File: src/rtl/nmr_echo_acq_sched_if.sv
// Control/status bundle of the echo-train acquisition scheduler.
// The sequencer side drives the train request and pulse strobe; the scheduler
// side returns the acquisition window and progress flags.
interface nmr_echo_acq_sched_if #(
    parameter int CNT_W  = 16,
    parameter int ECHO_W = 11
);
    logic              start;
    logic              abort;
    logic [ECHO_W-1:0] echo_num;
    logic [CNT_W-1:0]  dead_len;
    logic [CNT_W-1:0]  acq_len;
    logic              pulse180_done;
    logic              acq_en;
    logic              echo_strb;
    logic [ECHO_W-1:0] echo_idx;
    logic              busy;
    logic              done;
    logic              overrun;

    modport master (
        output start, abort, echo_num, dead_len, acq_len, pulse180_done,
        input  acq_en, echo_strb, echo_idx, busy, done, overrun
    );

    modport slave (
        input  start, abort, echo_num, dead_len, acq_len, pulse180_done,
        output acq_en, echo_strb, echo_idx, busy, done, overrun
    );
endinterface

File: src/rtl/nmr_echo_acq_sched.sv
// CPMG echo-train acquisition scheduler: after each 180-degree pulse strobe it
// waits dead_len cycles, opens acq_en for acq_len cycles, then counts the echo.
// Repeats until echo_num echoes are done. Single clock domain (dds).
module nmr_echo_acq_sched #(
    parameter int CNT_W  = 16,
    parameter int ECHO_W = 11
) (
    input  logic                  dds,
    input  logic                  rst_n,
    nmr_echo_acq_sched_if.slave   bus
);
    typedef enum logic [2:0] {
        S_IDLE    = 3'd0,
        S_WAIT180 = 3'd1,
        S_DEAD    = 3'd2,
        S_ACQ     = 3'd3,
        S_FIN     = 3'd4
    } state_t;

    state_t            state_q, state_d;
    logic [CNT_W-1:0]  cnt_q, cnt_d;
    logic [CNT_W-1:0]  dead_len_q, dead_len_d;
    logic [CNT_W-1:0]  acq_len_q, acq_len_d;
    logic [ECHO_W-1:0] echo_num_q, echo_num_d;
    logic [ECHO_W-1:0] echo_idx_q, echo_idx_d;
    logic              acq_en_q, acq_en_d;
    logic              echo_strb_q, echo_strb_d;
    logic              done_q, done_d;
    logic              overrun_q, overrun_d;
    logic [ECHO_W-1:0] echo_idx_inc;

    // echo_idx stays below echo_num while a train runs, so +1 cannot overflow.
    assign echo_idx_inc = echo_idx_q + ECHO_W'(1);

    // State and output registers; reset clears everything, including config.
    always_ff @(posedge dds or negedge rst_n) begin
        if (!rst_n) begin
            state_q     <= S_IDLE;
            cnt_q       <= '0;
            dead_len_q  <= '0;
            acq_len_q   <= '0;
            echo_num_q  <= '0;
            echo_idx_q  <= '0;
            acq_en_q    <= 1'b0;
            echo_strb_q <= 1'b0;
            done_q      <= 1'b0;
            overrun_q   <= 1'b0;
        end else begin
            state_q     <= state_d;
            cnt_q       <= cnt_d;
            dead_len_q  <= dead_len_d;
            acq_len_q   <= acq_len_d;
            echo_num_q  <= echo_num_d;
            echo_idx_q  <= echo_idx_d;
            acq_en_q    <= acq_en_d;
            echo_strb_q <= echo_strb_d;
            done_q      <= done_d;
            overrun_q   <= overrun_d;
        end
    end

    // Next-state logic; abort outranks every other transition.
    always_comb begin
        state_d     = state_q;
        cnt_d       = cnt_q;
        dead_len_d  = dead_len_q;
        acq_len_d   = acq_len_q;
        echo_num_d  = echo_num_q;
        echo_idx_d  = echo_idx_q;
        acq_en_d    = 1'b0;
        echo_strb_d = 1'b0;
        done_d      = done_q;
        overrun_d   = overrun_q;

        if (state_q != S_IDLE && bus.abort) begin
            state_d = S_IDLE;
        end else begin
            case (state_q)
                S_IDLE: begin
                    if (bus.start) begin
                        overrun_d = 1'b0;
                        // A zero-length train completes without ever going busy.
                        done_d    = (bus.echo_num == '0);
                        if (bus.echo_num != '0) begin
                            echo_num_d = bus.echo_num;
                            dead_len_d = bus.dead_len;
                            acq_len_d  = bus.acq_len;
                            echo_idx_d = '0;
                            state_d    = S_WAIT180;
                        end
                    end
                end
                S_WAIT180: begin
                    if (bus.pulse180_done) begin
                        if (dead_len_q != '0) begin
                            cnt_d   = dead_len_q;
                            state_d = S_DEAD;
                        end else begin
                            cnt_d   = acq_len_q;
                            state_d = S_ACQ;
                        end
                    end
                end
                S_DEAD: begin
                    if (bus.pulse180_done) overrun_d = 1'b1;
                    // Entered with cnt >= 1; leave on the last dead cycle.
                    if (cnt_q <= CNT_W'(1)) begin
                        cnt_d   = acq_len_q;
                        state_d = S_ACQ;
                    end else begin
                        cnt_d = cnt_q - CNT_W'(1);
                    end
                end
                S_ACQ: begin
                    if (bus.pulse180_done) overrun_d = 1'b1;
                    // acq_en is registered, so it trails the remaining count by a cycle.
                    if (cnt_q != '0) begin
                        acq_en_d = 1'b1;
                        cnt_d    = cnt_q - CNT_W'(1);
                    end else begin
                        echo_strb_d = 1'b1;
                        echo_idx_d  = echo_idx_inc;
                        state_d     = (echo_idx_inc == echo_num_q) ? S_FIN : S_WAIT180;
                    end
                end
                S_FIN: begin
                    done_d  = 1'b1;
                    state_d = S_IDLE;
                end
                default: state_d = S_IDLE;
            endcase
        end
    end

    assign bus.acq_en    = acq_en_q;
    assign bus.echo_strb = echo_strb_q;
    assign bus.echo_idx  = echo_idx_q;
    assign bus.busy      = (state_q != S_IDLE);
    assign bus.done      = done_q;
    assign bus.overrun   = overrun_q;
endmodule

File: src/flat_wrapper.sv
// flat-port wrapper written by rule: the top's interface ports become plain ports
module nmr_echo_acq_sched_flat 
#(
    parameter int CNT_W  = 16,
    parameter int ECHO_W = 11
)
  (dds, rst_n, bus_start, bus_abort, bus_echo_num, bus_dead_len, bus_acq_len, bus_pulse180_done, bus_acq_en, bus_echo_strb, bus_echo_idx, bus_busy, bus_done, bus_overrun);
  nmr_echo_acq_sched_if #(.CNT_W(CNT_W), .ECHO_W(ECHO_W)) bus_i ();
  input  logic dds;
  input  logic rst_n;
  input wire logic [$bits(bus_i.start)-1:0] bus_start;
  input wire logic [$bits(bus_i.abort)-1:0] bus_abort;
  input wire logic [$bits(bus_i.echo_num)-1:0] bus_echo_num;
  input wire logic [$bits(bus_i.dead_len)-1:0] bus_dead_len;
  input wire logic [$bits(bus_i.acq_len)-1:0] bus_acq_len;
  input wire logic [$bits(bus_i.pulse180_done)-1:0] bus_pulse180_done;
  output wire logic [$bits(bus_i.acq_en)-1:0] bus_acq_en;
  output wire logic [$bits(bus_i.echo_strb)-1:0] bus_echo_strb;
  output wire logic [$bits(bus_i.echo_idx)-1:0] bus_echo_idx;
  output wire logic [$bits(bus_i.busy)-1:0] bus_busy;
  output wire logic [$bits(bus_i.done)-1:0] bus_done;
  output wire logic [$bits(bus_i.overrun)-1:0] bus_overrun;
  assign bus_i.start = bus_start;
  assign bus_i.abort = bus_abort;
  assign bus_i.echo_num = bus_echo_num;
  assign bus_i.dead_len = bus_dead_len;
  assign bus_i.acq_len = bus_acq_len;
  assign bus_i.pulse180_done = bus_pulse180_done;
  assign bus_acq_en = bus_i.acq_en;
  assign bus_echo_strb = bus_i.echo_strb;
  assign bus_echo_idx = bus_i.echo_idx;
  assign bus_busy = bus_i.busy;
  assign bus_done = bus_i.done;
  assign bus_overrun = bus_i.overrun;
  nmr_echo_acq_sched #(.CNT_W(CNT_W), .ECHO_W(ECHO_W)) u_core (.dds(dds), .rst_n(rst_n), .bus(bus_i));
endmodule
File: config.mk
export PLATFORM = sky130hd
export DESIGN_NAME = nmr_echo_acq_sched_flat
export DESIGN_NICKNAME = d
export VERILOG_FILES = /design/src/rtl/nmr_echo_acq_sched_if.sv /design/src/rtl/nmr_echo_acq_sched.sv /design/src/flat_wrapper.sv
export SDC_FILE = /design/constraint.sdc
export NUM_CORES = 1
export LEC_CHECK = 0
export ABC_AREA = 1
export CORE_ASPECT_RATIO = 0.5
export CORE_MARGIN = 3
export CORE_UTILIZATION = 35
export DETAILED_ROUTE_END_ITERATION = 7
export SLEW_MARGIN = 0
export SYNTH_ARGS = -nofsm -noshare
export SYNTH_HDL_FRONTEND = slang
export SYNTH_SLANG_ARGS = --single-unit
File: constraint.sdc
create_clock -name dds -period 1.7 [get_ports dds]
set_input_delay 0.51 -clock dds [delete_from_list [all_inputs] [get_ports dds]]
set_output_delay 0.51 -clock dds [all_outputs]
set_load 0.01 [all_outputs]
==> flow_metrics.env, run 1 <==
export IMPL_cts_buffers=9
export IMPL_dpl_cell_area_um2=5493
export IMPL_routed_wl_um=12700
export IMPL_start_util_pct=36.69
export IMPL_grt_pass1_vias=4101
export IMPL_clock_latency_ns=0.34
export IMPL_fp_dieH_um=82.68
export IMPL_final_hold_violation_count=0
export IMPL_crit_path_start_kind="register"
export IMPL_core_um2=11220
export IMPL_ys_types=33
export IMPL_finalNetCount=766
export IMPL_final_cells=879
export IMPL_synth_top_area_share_pct=46.82
export IMPL_port_buffers=63
export IMPL_grt_util_met1_pct=24.89
export IMPL_seqCellArea_um2=1929
export IMPL_met3_usage_pct=3.886
export IMPL_cp_startpoint="u_core.cnt_q[0]$_DFFE_PN0P_"
export IMPL_top_usage_layer="met2"
export IMPL_hp_class="in -> async"
export IMPL_setup_worst_path_end="u_core.cnt_q[4]$_DFFE_PN0P_"
export IMPL_yosys_area_top_type="dfrtp_1"
export IMPL_status="complete, but fails checks"
export IMPL_antenna_found_initial=0
export IMPL_met2_usage_pct=33.25
export IMPL_finalPower_w=0.01098
export IMPL_ios=64
export IMPL_r2r_slack_ns=-0.06
export IMPL_synth_edf_count=0
export IMPL_irDropWorstVdd_mv=0.8060
export IMPL_drv_cap=0
export IMPL_worst_pin_slew_ns=0.3344
export IMPL_rr_endpoint="u_core.cnt_q[4]$_DFFE_PN0P_"
export IMPL_cp_arrival_ns=2.02
export IMPL_crit_type="reg -> reg"
export IMPL_htreeDepth=3
export IMPL_fin_ws_ns=-0.05926
export IMPL_grtUsageTotal_pct=18.95
export IMPL_vias=4196
export IMPL_die_area_um2=13170
export IMPL_finalInstanceArea_um2=6694
export IMPL_drc=0
export IMPL_grt_first_pass_wirelength_um=19940
export IMPL_cp_max_fo=8
export IMPL_multi_input_area_um2=2501
export IMPL_ys_dominant_reg_cell="dfrtp_1"
export IMPL_worstSetupEndpointType="register"
export IMPL_crit_required_ns=1.96
export IMPL_cts_tree="yes"
export IMPL_grt_start_max_net_pins=33
export IMPL_synth_nets=610
export IMPL_power_density_nw_per_um2=1641
export IMPL_p_leak_nw=3.126
export IMPL_rsz0062_at_grt="yes"
export IMPL_cts_path_max_buffers=2
export IMPL_worst_r2r_startpoint="u_core.cnt_q[0]$_DFFE_PN0P_"
export IMPL_finalSetupViolCount=16
export IMPL_num_rows=27
export IMPL_dr_pass1_iters=5
export IMPL_violations="negative setup slack"
export IMPL_dp_hpwl_um=8259
export IMPL_synth_area_per_cell_um2=7.362
export IMPL_synthTopCellsByArea="dfrtp_1 (47%), nand2_1 (19%), nor2_1 (5.2%), o21ai_0 (4.3%), inv_1 (3.8%)"
export IMPL_cts_sinks=77
export IMPL_timing_reg2reg_worst_path_depth=13
export IMPL_clock_root_buffer="clkbuf_16"
export IMPL_drv_slew=0
export IMPL_min_period_over_period_pct=103.5
export IMPL_ys_seq_area_share_pct=46.82
export IMPL_syn_area_um2=4115
export IMPL_relSlewSlack_pct=77.71
export IMPL_ys_warn_count=0
export IMPL_avgViaCountPerCell=4.774
export IMPL_synthArstFlopShare_pct=100.0
export IMPL_dr_first_iter_drc_count=218
export IMPL_n_antenna_cell=0
export IMPL_ys_ff_latch=77
export IMPL_syn_inst=559
export IMPL_period_needed_ns=1.759
export IMPL_nFillCells=996
export IMPL_wl_per_cell_um=14.45
export IMPL_gp_congestion=0.8750
export IMPL_ant_nets=0
export IMPL_area_growth_synth_to_final_pct=62.66
export IMPL_clkTransAtPathRegs_ns=0.06
export IMPL_fmax_mhz=568.4
export IMPL_preCtsSetupSlack_ns=-0.5380
export IMPL_dp_cells=838
export IMPL_grt_overflow=0
export IMPL_drive_gt1_share_pct=33.75
export IMPL_finClkSkew_ns=0.006358
export IMPL_die_width_um=159.3
-- report_power, final --
part / total, W / leakage (nW) / internal (W) / switching (W)
clock: 0.00201 / 0.152 / 0.00126 / 0.000753
sequential: 0.00318 / 0.958 / 0.00261 / 0.000578
combinational: 0.00579 / 2.02 / 0.00273 / 0.00306
-- area by class of cell --
type,count,area share [%]
tap,159,2.972
multi-input combinational,424,37.36
inverter,45,2.822
clock inverter,3,0.6355
clock buffer,13,4.037
timing repair buffer,158,23.35
sequential,77,28.82
-- cell families (layout without fill, tap and decap cells) --
logic type	Yosys count	count (layout)	share of synthesized area, %
AOI/OAI and AO/OA	77	77	10.76
xor gates and xnor gates	11	11	2.341
adders and majority gates	3	3	0.9122
buffers and inverters	58	219	5.564
DFF	77	77	46.82
and+or+nand+nor	333	333	33.60
-- worst min path at each step --
stage / startpoint / endpoint / slack [ns]
detailed placement: rst_n / u_core.bus.echo_idx[9]$_DFFE_PN0P_ / 0.44
floorplan: rst_n / u_core.acq_len_q[0]$_DFFE_PN0P_ / 0.21
global route: rst_n / u_core.bus.echo_idx[10]$_DFFE_PN0P_ / 0.09
finish: rst_n / u_core.bus.echo_idx[9]$_DFFE_PN0P_ / 0.07
global placement: rst_n / u_core.bus.echo_idx[10]$_DFFE_PN0P_ / 0.44
CTS: rst_n / u_core.bus.echo_strb$_DFF_PN0_ / 0.08
-- layer usage --
layer  vias up  share of wire, %
li1       2107                 -
met1      1970                46
met5         -                 0
met3        14               4.6
met2       105                49
met4         0               1.3
-- registers in the layout (all words and copies together) (netlist names) --
name and cells:
u_core.acq_len_q 16, u_core.bus.acq_en 1, u_core.bus.done 1, u_core.bus.echo_idx 11, u_core.bus.echo_strb 1, u_core.bus.overrun 1
u_core.cnt_q 16, u_core.dead_len_q 16, u_core.echo_num_q 11, u_core.state_q 3
-- synthesized netlist by cell type, types with 2 or more instances --
cell      instances
a21oi_1          17
a22oi_1           3
a31oi_1          10
buf_2             2
buf_4             2
clkbuf_1          9
dfrtp_1          77
ha_1              3
inv_1            42
nand2_1         211
nand2_2           3
nand3_1          30
nand3b_1          2
nand4_1           3
nor2_1           57
nor2_2            5
nor2_4            2
nor3_1           11
nor4_1            2
o21ai_0          35
o21ai_1           2
o22ai_1           6
or2_2             5
xor2_1           11
-- placed cells by master, fill, tap and decap left out, types with 13 or more instances in the layout --
cell | Yosys | routed
buf_4 | 2 | 68
buf_6 | 0 | 13
clkdlybuf4s50_1 | 0 | 35
dfrtp_1 | 77 | 75
dlygate4sd2_1 | 0 | 24
inv_1 | 42 | 37
nand2_1 | 211 | 186
nand2_2 | 3 | 24
nand3_1 | 30 | 18
nor2_1 | 57 | 36
nor2_2 | 5 | 14
nor2_4 | 2 | 14
o21ai_0 | 35 | 15
-- timing repair --
item / CTS / global route
cloned: 2 / 1
buffers inserted: 12 / 11
gates resized for setup: 118 / 97
endpoints found under the setup margin: 88 / 53
hold buffers: 0 / 0
pin swaps: 21 / 33
endpoints found under the hold margin: 0 / 0
-- per-stage QoR --
step	utilization, %	TNS [ns]	hold slack [ns]
3_3_place_gp	48.97	-27.91	0.4383
2_1_floorplan	-	0	0.2144
6_report	59.68	-0.5957	0.07184
4_1_cts	55.47	-0.2388	0.07837
3_5_place_dp	48.97	-31.32	0.4387
5_1_grt	59.68	-3.004	0.08967
-- critical path, cell delays in order, from the launching register on --
cell	delay, ns
dfrtp_1	0.41
inv_2	0.07
ha_4	0.18
nand2_4	0.07
nor2_4	0.04
nand2_2	0.07
nand2_2	0.06
buf_6	0.12
nand2_4	0.05
nand3_4	0.13
inv_8	0.13
buf_12	0.15
nor2_2	0.04
a31oi_1	0.14
(Power assumes the default switching activity.)
==> run 2: changes to the inputs <==
--- a/config.mk
+++ b/config.mk
@@ -10,6 +10,7 @@
 export CORE_MARGIN = 3
 export CORE_UTILIZATION = 35
 export DETAILED_ROUTE_END_ITERATION = 7
+export GPL_ROUTABILITY_DRIVEN = 0
 export SLEW_MARGIN = 0
 export SYNTH_ARGS = -nofsm -noshare
 export SYNTH_HDL_FRONTEND = slang
==> results of run 2 <==
No change in the layout: final DEF, timing and power equal those of run 1.
==> run 3: changes to the inputs <==
--- a/config.mk
+++ b/config.mk
@@ -6,7 +6,6 @@
 export NUM_CORES = 1
 export LEC_CHECK = 0
 export ABC_AREA = 1
-export CORE_ASPECT_RATIO = 0.5
 export CORE_MARGIN = 3
 export CORE_UTILIZATION = 35
 export DETAILED_ROUTE_END_ITERATION = 7
==> run 3 against run 2 <==
Effect of this change:
- the run still ends with negative setup slack left
- via count is 6.8% higher
- power grew 3.5%
- non-clock buffer count is 16 higher
- sequential power fell by 1%
- critical path type unchanged
==> flow_metrics.env, run 3 (synthesized netlist as in run 1, its figures left out) <==
export IMPL_finalSetupViolCount=29
export IMPL_p_leak_nw=3.260
export IMPL_worstPathBufferInverterCount=1
export IMPL_grt_overflow=0
export IMPL_die_area_um2=13090
export IMPL_clock_root_buffer="clkbuf_16"
export IMPL_rsz0062_at_grt="yes"
export IMPL_dr_pass1_iters=5
export IMPL_num_rows=38
export IMPL_slowest_stage="dfrtp_1"
export IMPL_drive_gt1_share_pct=38.40
export IMPL_drv_slew=0
export IMPL_grt_start_max_net_pins=55
export IMPL_port_buffers=63
export IMPL_cts_sinks=77
export IMPL_cp_arrival_ns=2.06
export IMPL_min_period_over_period_pct=108.2
export IMPL_ant_nets=0
export IMPL_cp_cell_sequence="nor2_1 -> nand3_2 -> nor2_4 -> nand2_2 -> o21ai_4 -> buf_6 -> a21oi_1 -> o21ai_1 -> o21ai_1"
export IMPL_hp_class="in -> async"
export IMPL_clock_latency_ns=0.34
export IMPL_power_density_nw_per_um2=1648
export IMPL_cp_max_fo=5
export IMPL_grt_first_pass_wirelength_um=20290
export IMPL_clkTransAtPathRegs_ns=0.06
export IMPL_cts_tree="yes"
export IMPL_area_growth_synth_to_final_pct=67.65
export IMPL_irDropWorstVdd_mv=0.8532
export IMPL_fin_ws_ns=-0.1386
export IMPL_whs_ns=0.07014
export IMPL_dpl_cell_area_um2=5597
export IMPL_r2r_slack_ns=-0.14
export IMPL_htreeDepth=3
export IMPL_start_util_pct=36.83
export IMPL_cts_hold_buf=0
export IMPL_relSlewSlack_pct=76.39
export IMPL_finClkSkew_ns=0.007086
export IMPL_period_needed_ns=1.839
export IMPL_status="complete, but fails checks"
export IMPL_finalInstanceArea_um2=6899
export IMPL_wl_per_cell_um=16.63
export IMPL_cpMostUsedCell="o21ai_1"
export IMPL_cts_path_max_buffers=2
export IMPL_reg_top3="u_core.acq_len_q: 16 flops, u_core.cnt_q: 16 flops, u_core.dead_len_q: 16 flops"
export IMPL_die_width_um=114.4
export IMPL_drc=0
export IMPL_core_um2=11170
export IMPL_dp_hpwl_um=9008
export IMPL_fp_dieH_um=114.4
export IMPL_final_common_cell="nand2_1"
export IMPL_crit_required_ns=1.92
export IMPL_violations="negative setup slack"
export IMPL_fmax_mhz=543.9
export IMPL_worstSetupEndpointType="register"
export IMPL_cp_slowest_stage_delay_ns=0.40
export IMPL_antenna_found_initial=0
export IMPL_crit_type="reg -> reg"
export IMPL_crit_path_start_kind="register"
export IMPL_routed_wl_um=14580
export IMPL_vias=4481
export IMPL_grtUsageTotal_pct=19.80
export IMPL_n_antenna_cell=0
export IMPL_finalNetCount=783
export IMPL_cp_top_family="simple AND/OR/NAND/NOR gates"
export IMPL_grt_pass1_vias=4159
export IMPL_ios=64
export IMPL_drv_cap=0
export IMPL_crit_cells=9
export IMPL_dr_first_iter_drc_count=333
export IMPL_timing_reg2reg_worst_path_depth=9
export IMPL_final_cell_mix="nand2_1 (177), buf_4 (86), dfrtp_1 (73)"
export IMPL_final_hold_violation_count=0
export IMPL_cts_buffers=9
export IMPL_avgViaCountPerCell=5.109
export IMPL_worst_pin_slew_ns=0.3513
## run 3: power by group
part / internal, W / switching [W]
logic: 0.00289 / 0.00341
registers: 0.00261 / 0.000534
clock network: 0.00113 / 0.000791
total: 0.00663 / 0.00474
## run 3: per-layer routing
metal,part of all wire [%],track usage [%],routed length (µm),up-vias
met5,0,0,0,-
met4,2.9,8.234,425,0
met3,5.0,2.167,722,34
met2,48,31.47,7025,148
met1,44,27.50,6409,2151
li1,-,-,-,2148
## run 3: worst paths after layout
kind	startpoint	to
max in group asynchronous	rst_n	u_core.cnt_q[0]$_DFFE_PN0P_
setup / recovery	u_core.cnt_q[14]$_DFFE_PN0P_	u_core.cnt_q[15]$_DFFE_PN0P_
hold / removal	rst_n	u_core.echo_num_q[3]$_DFFE_PN0P_
min in group dds	u_core.acq_len_q[14]$_DFFE_PN0P_	u_core.acq_len_q[14]$_DFFE_PN0P_
hold reg to reg	u_core.acq_len_q[14]$_DFFE_PN0P_	u_core.acq_len_q[14]$_DFFE_PN0P_
setup reg to reg	u_core.cnt_q[14]$_DFFE_PN0P_	u_core.cnt_q[15]$_DFFE_PN0P_
## run 3: what timing repair did
item,CTS,global route
gates cloned,1,6
pin swaps,20,60
gates resized for setup,86,159
setup endpoints to repair,90,75
buffers inserted,5,14
## run 3: area by class of cell
class,count,area (µm²)
clock buffers,10,229.0
well taps,140,175.2
flip-flops and latches,77,1932
fillers,902,4274
inverters,45,186.4
repair inverters,1,16.27
multi-input cells,424,2623
clock inverters,6,63.81
repair buffers,174,1674
## run 3: through the flow
step / setup TNS, ns / power (W) / setup WS, ns / instances / utilization, %
after floorplan: 0 / 0.005452 / 0.004859 / 559 / -
after global placement: -30.61 / 0.007372 / -0.5054 / 836 / 50.09
after detailed placement: -32.47 / 0.007493 / -0.5402 / 836 / 50.09
after CTS: -0.5384 / 0.009772 / -0.08235 / 858 / 54.56
after global routing: -5.228 / 0.01208 / -0.2369 / 877 / 61.75
final: -2.129 / 0.01137 / -0.1386 / 877 / 61.75
==> patch, RTL diff (flow settings as in run 1) <==
Encoding of `state_t`: now one-hot (5 bits for 5 states).
--- a/src/rtl/nmr_echo_acq_sched.sv
+++ b/src/rtl/nmr_echo_acq_sched.sv
@@ -10,10 +10,10 @@
     nmr_echo_acq_sched_if.slave   bus
 );
-    typedef enum logic [2:0] {
-        S_IDLE    = 3'd0,
-        S_WAIT180 = 3'd1,
-        S_DEAD    = 3'd2,
-        S_ACQ     = 3'd3,
-        S_FIN     = 3'd4
+    typedef enum logic [4:0] {
+        S_IDLE    = 5'b00001,
+        S_WAIT180 = 5'b00010,
+        S_DEAD    = 5'b00100,
+        S_ACQ     = 5'b01000,
+        S_FIN     = 5'b10000
     } state_t;
 
Function: same outputs for any inputs over 4 cycles, from zero or initial values and one cycle with rst_n low; so few cycles prove little.
==> patch against run 1 <==
The run still ends with setup timing left. Utilization decreased by 0.69 points. Sequential share of layout area down 2.6 points. Worst setup slack got worse by 0.074 ns. Critical path type unchanged. Maximum frequency decreased by 4.0%. Sequential power shrank 3%. Area after synthesis up 13%. Non-clock buffer count up 41. Power shrank 2.6%. Sequential cell count increased by 2. Wire length grew 23%. Critical endpoint is now u_core.cnt_q[7]$_DFFE_PN0P_. Design area up 13%. First-iteration DRC count increased by 73%.
==> patch: results (changes against run 1) <==
• final number of max-transition violations: 0, unchanged
• internal power: 6.32 mW, -4.0%
• Layout clock buffers: 11, -2
• DR vias/cell: 4.97, +4.1%
• drt initial violations: 377, +73%
• final net count: 893, +17%
• transition time of the tightest slew-check pin: 0.464 ns, +0.129 ns
• hold slack: 0.172 ns, +0.0999 ns
• maximum clock skew at final layout: 0.00452 ns, -0.00183 ns
• Static Leakage: 3.70 nW, +18%
• Post-synth top cells: sky130_fd_sc_hd__nand2_1, sky130_fd_sc_hd__dfrtp_1, sky130_fd_sc_hd__inv_1
• share of layout cells above drive strength 1: 37.7%, +3.9 points
• syn_area_per_cell: 7.16 um2, -2.7%
• post-route setup slack: -0.133 ns, -0.0741 ns
• Filler Cells Inserted: 1,148, +15%
• overall fraction of global-route tracks in use: 20.2%, +1.2 points
• Non-clk bufs: 199, +26%
• top cells by area in the synthesized netlist: sky130_fd_sc_hd__dfrtp_1, sky130_fd_sc_hd__nand2_1, sky130_fd_sc_hd__nand3_1, sky130_fd_sc_hd__inv_1, sky130_fd_sc_hd__o21ai_0
• total length of routed met2 wires: 7560 um, +23%
• routed wire length on met3: 787 um, +35%
• post-route setup TNS: -1.63 ns, -1.04 ns
• flip-flop and latch share of the layout cell area: 26.2%, -2.6 points
• Placement Cell Area: 0.00616 mm2, +12%
• final routed wirelength across all metal layers: 15,600 um, +23%
• highest cell delay on the worst timing path: 0.37 ns, -0.04 ns
• maximum number of pins on one net before global-route repair: 80, +140%
• highest metal layer with signal wires: met4
• distinct cell type count after synthesis: 41, +24%
• core occupancy in the finished layout: 59.0%, -0.69 points
• number of placed instances with taps included: 954, +14%
• final setup vio count: 27, +11
• share of cell area taken by multi-input logic gates: 37.0%, -0.38 points
• nonclk inv count: 85, +89%
• final cell count without fillers: 1,017, +16%
• worst vdd ir: 0.695 mV, -14%
• Data buffer area share: 25.4%, +2.1 points
• Worst Reg-to-Reg Cells: 11, -2
• M1 wire length: 7020 um, +21%
• Crit Reg-Reg Startpoint: u_core.state_q[4]$_DFFE_PN0P_
• post-placement worst setup slack: -0.420 ns, +0.118 ns
• clock network contribution to total cell area: 4.08%, -0.59 points
• CP Data Arrival Time: 2.07 ns, +0.05 ns
• fraction of the yosys area taken by sequential cells: 42.4%, -4.4 points
• RD Place Congestion: 0.865, -1.1%
• sequential share of power: 28.8%, -0.2 points
• endpoint of the lowest-slack register-to-register path: u_core.cnt_q[7]$_DFFE_PN0P_
• violations in the final reports: setup timing
• run status: finished, violations left
• Overall Power: 10.7 mW, -2.6%
• count of flip-flops and latches: 79, +2.6%
-- patch: cell types whose count changed after synthesis, sizes merged, moves of 7 or more --
cell,delta
nand3,+45
inv,+41
o21ai,+23
buf,+11
a31oi,-10
nor2,-8
a21oi,-7
-- patch: what timing repair did --
item                                    in CTS  in global routing
buffers inserted                            28                 10
pin swaps                                   37                 42
cloned                                       5                  5
endpoints found under the setup margin      74                 77
resized for setup                          121                133
-- patch: per-layer routing --
| metal | vias up | track usage, % |
|---|---|---|
| met3 | 20 | 4.01 |
| met5 | - | 0 |
| met4 | 0 | 5.04 |
| li1 | 2459 | - |
| met2 | 137 | 35.8 |
| met1 | 2436 | 25.7 |
-- patch: cell families after synthesis --
group	Yosys count	share of synthesized area (%)
AOI/OAI and AO/OA	78	9.66
DFF	79	42.4
adders and majority gates	3	0.805
and+or+nand+nor	380	36.3
xor gates and xnor gates	7	1.32
buffers and inverters	104	9.50
-- patch: how the worst max path moves through the flow --
| stage | slack [ns] | cells after the start | start | endpoint |
|---|---|---|---|---|
| CTS | -0.15 | 3 | u_core.state_q[2]$_DFFE_PN0P_ | bus_busy |
| global route | -0.19 | 11 | u_core.state_q[4]$_DFFE_PN0P_ | u_core.cnt_q[3]$_DFFE_PN0P_ |
| floorplan | 0.02 | 12 | u_core.cnt_q[1]$_DFFE_PN0P_ | u_core.cnt_q[10]$_DFFE_PN0P_ |
| detailed placement | -0.42 | 11 | bus_echo_num[6] | u_core.bus.echo_idx[5]$_DFFE_PN0P_ |
| global placement | -0.38 | 11 | bus_echo_num[6] | u_core.bus.echo_idx[5]$_DFFE_PN0P_ |
| finish | -0.13 | 11 | u_core.state_q[4]$_DFFE_PN0P_ | u_core.cnt_q[7]$_DFFE_PN0P_ |
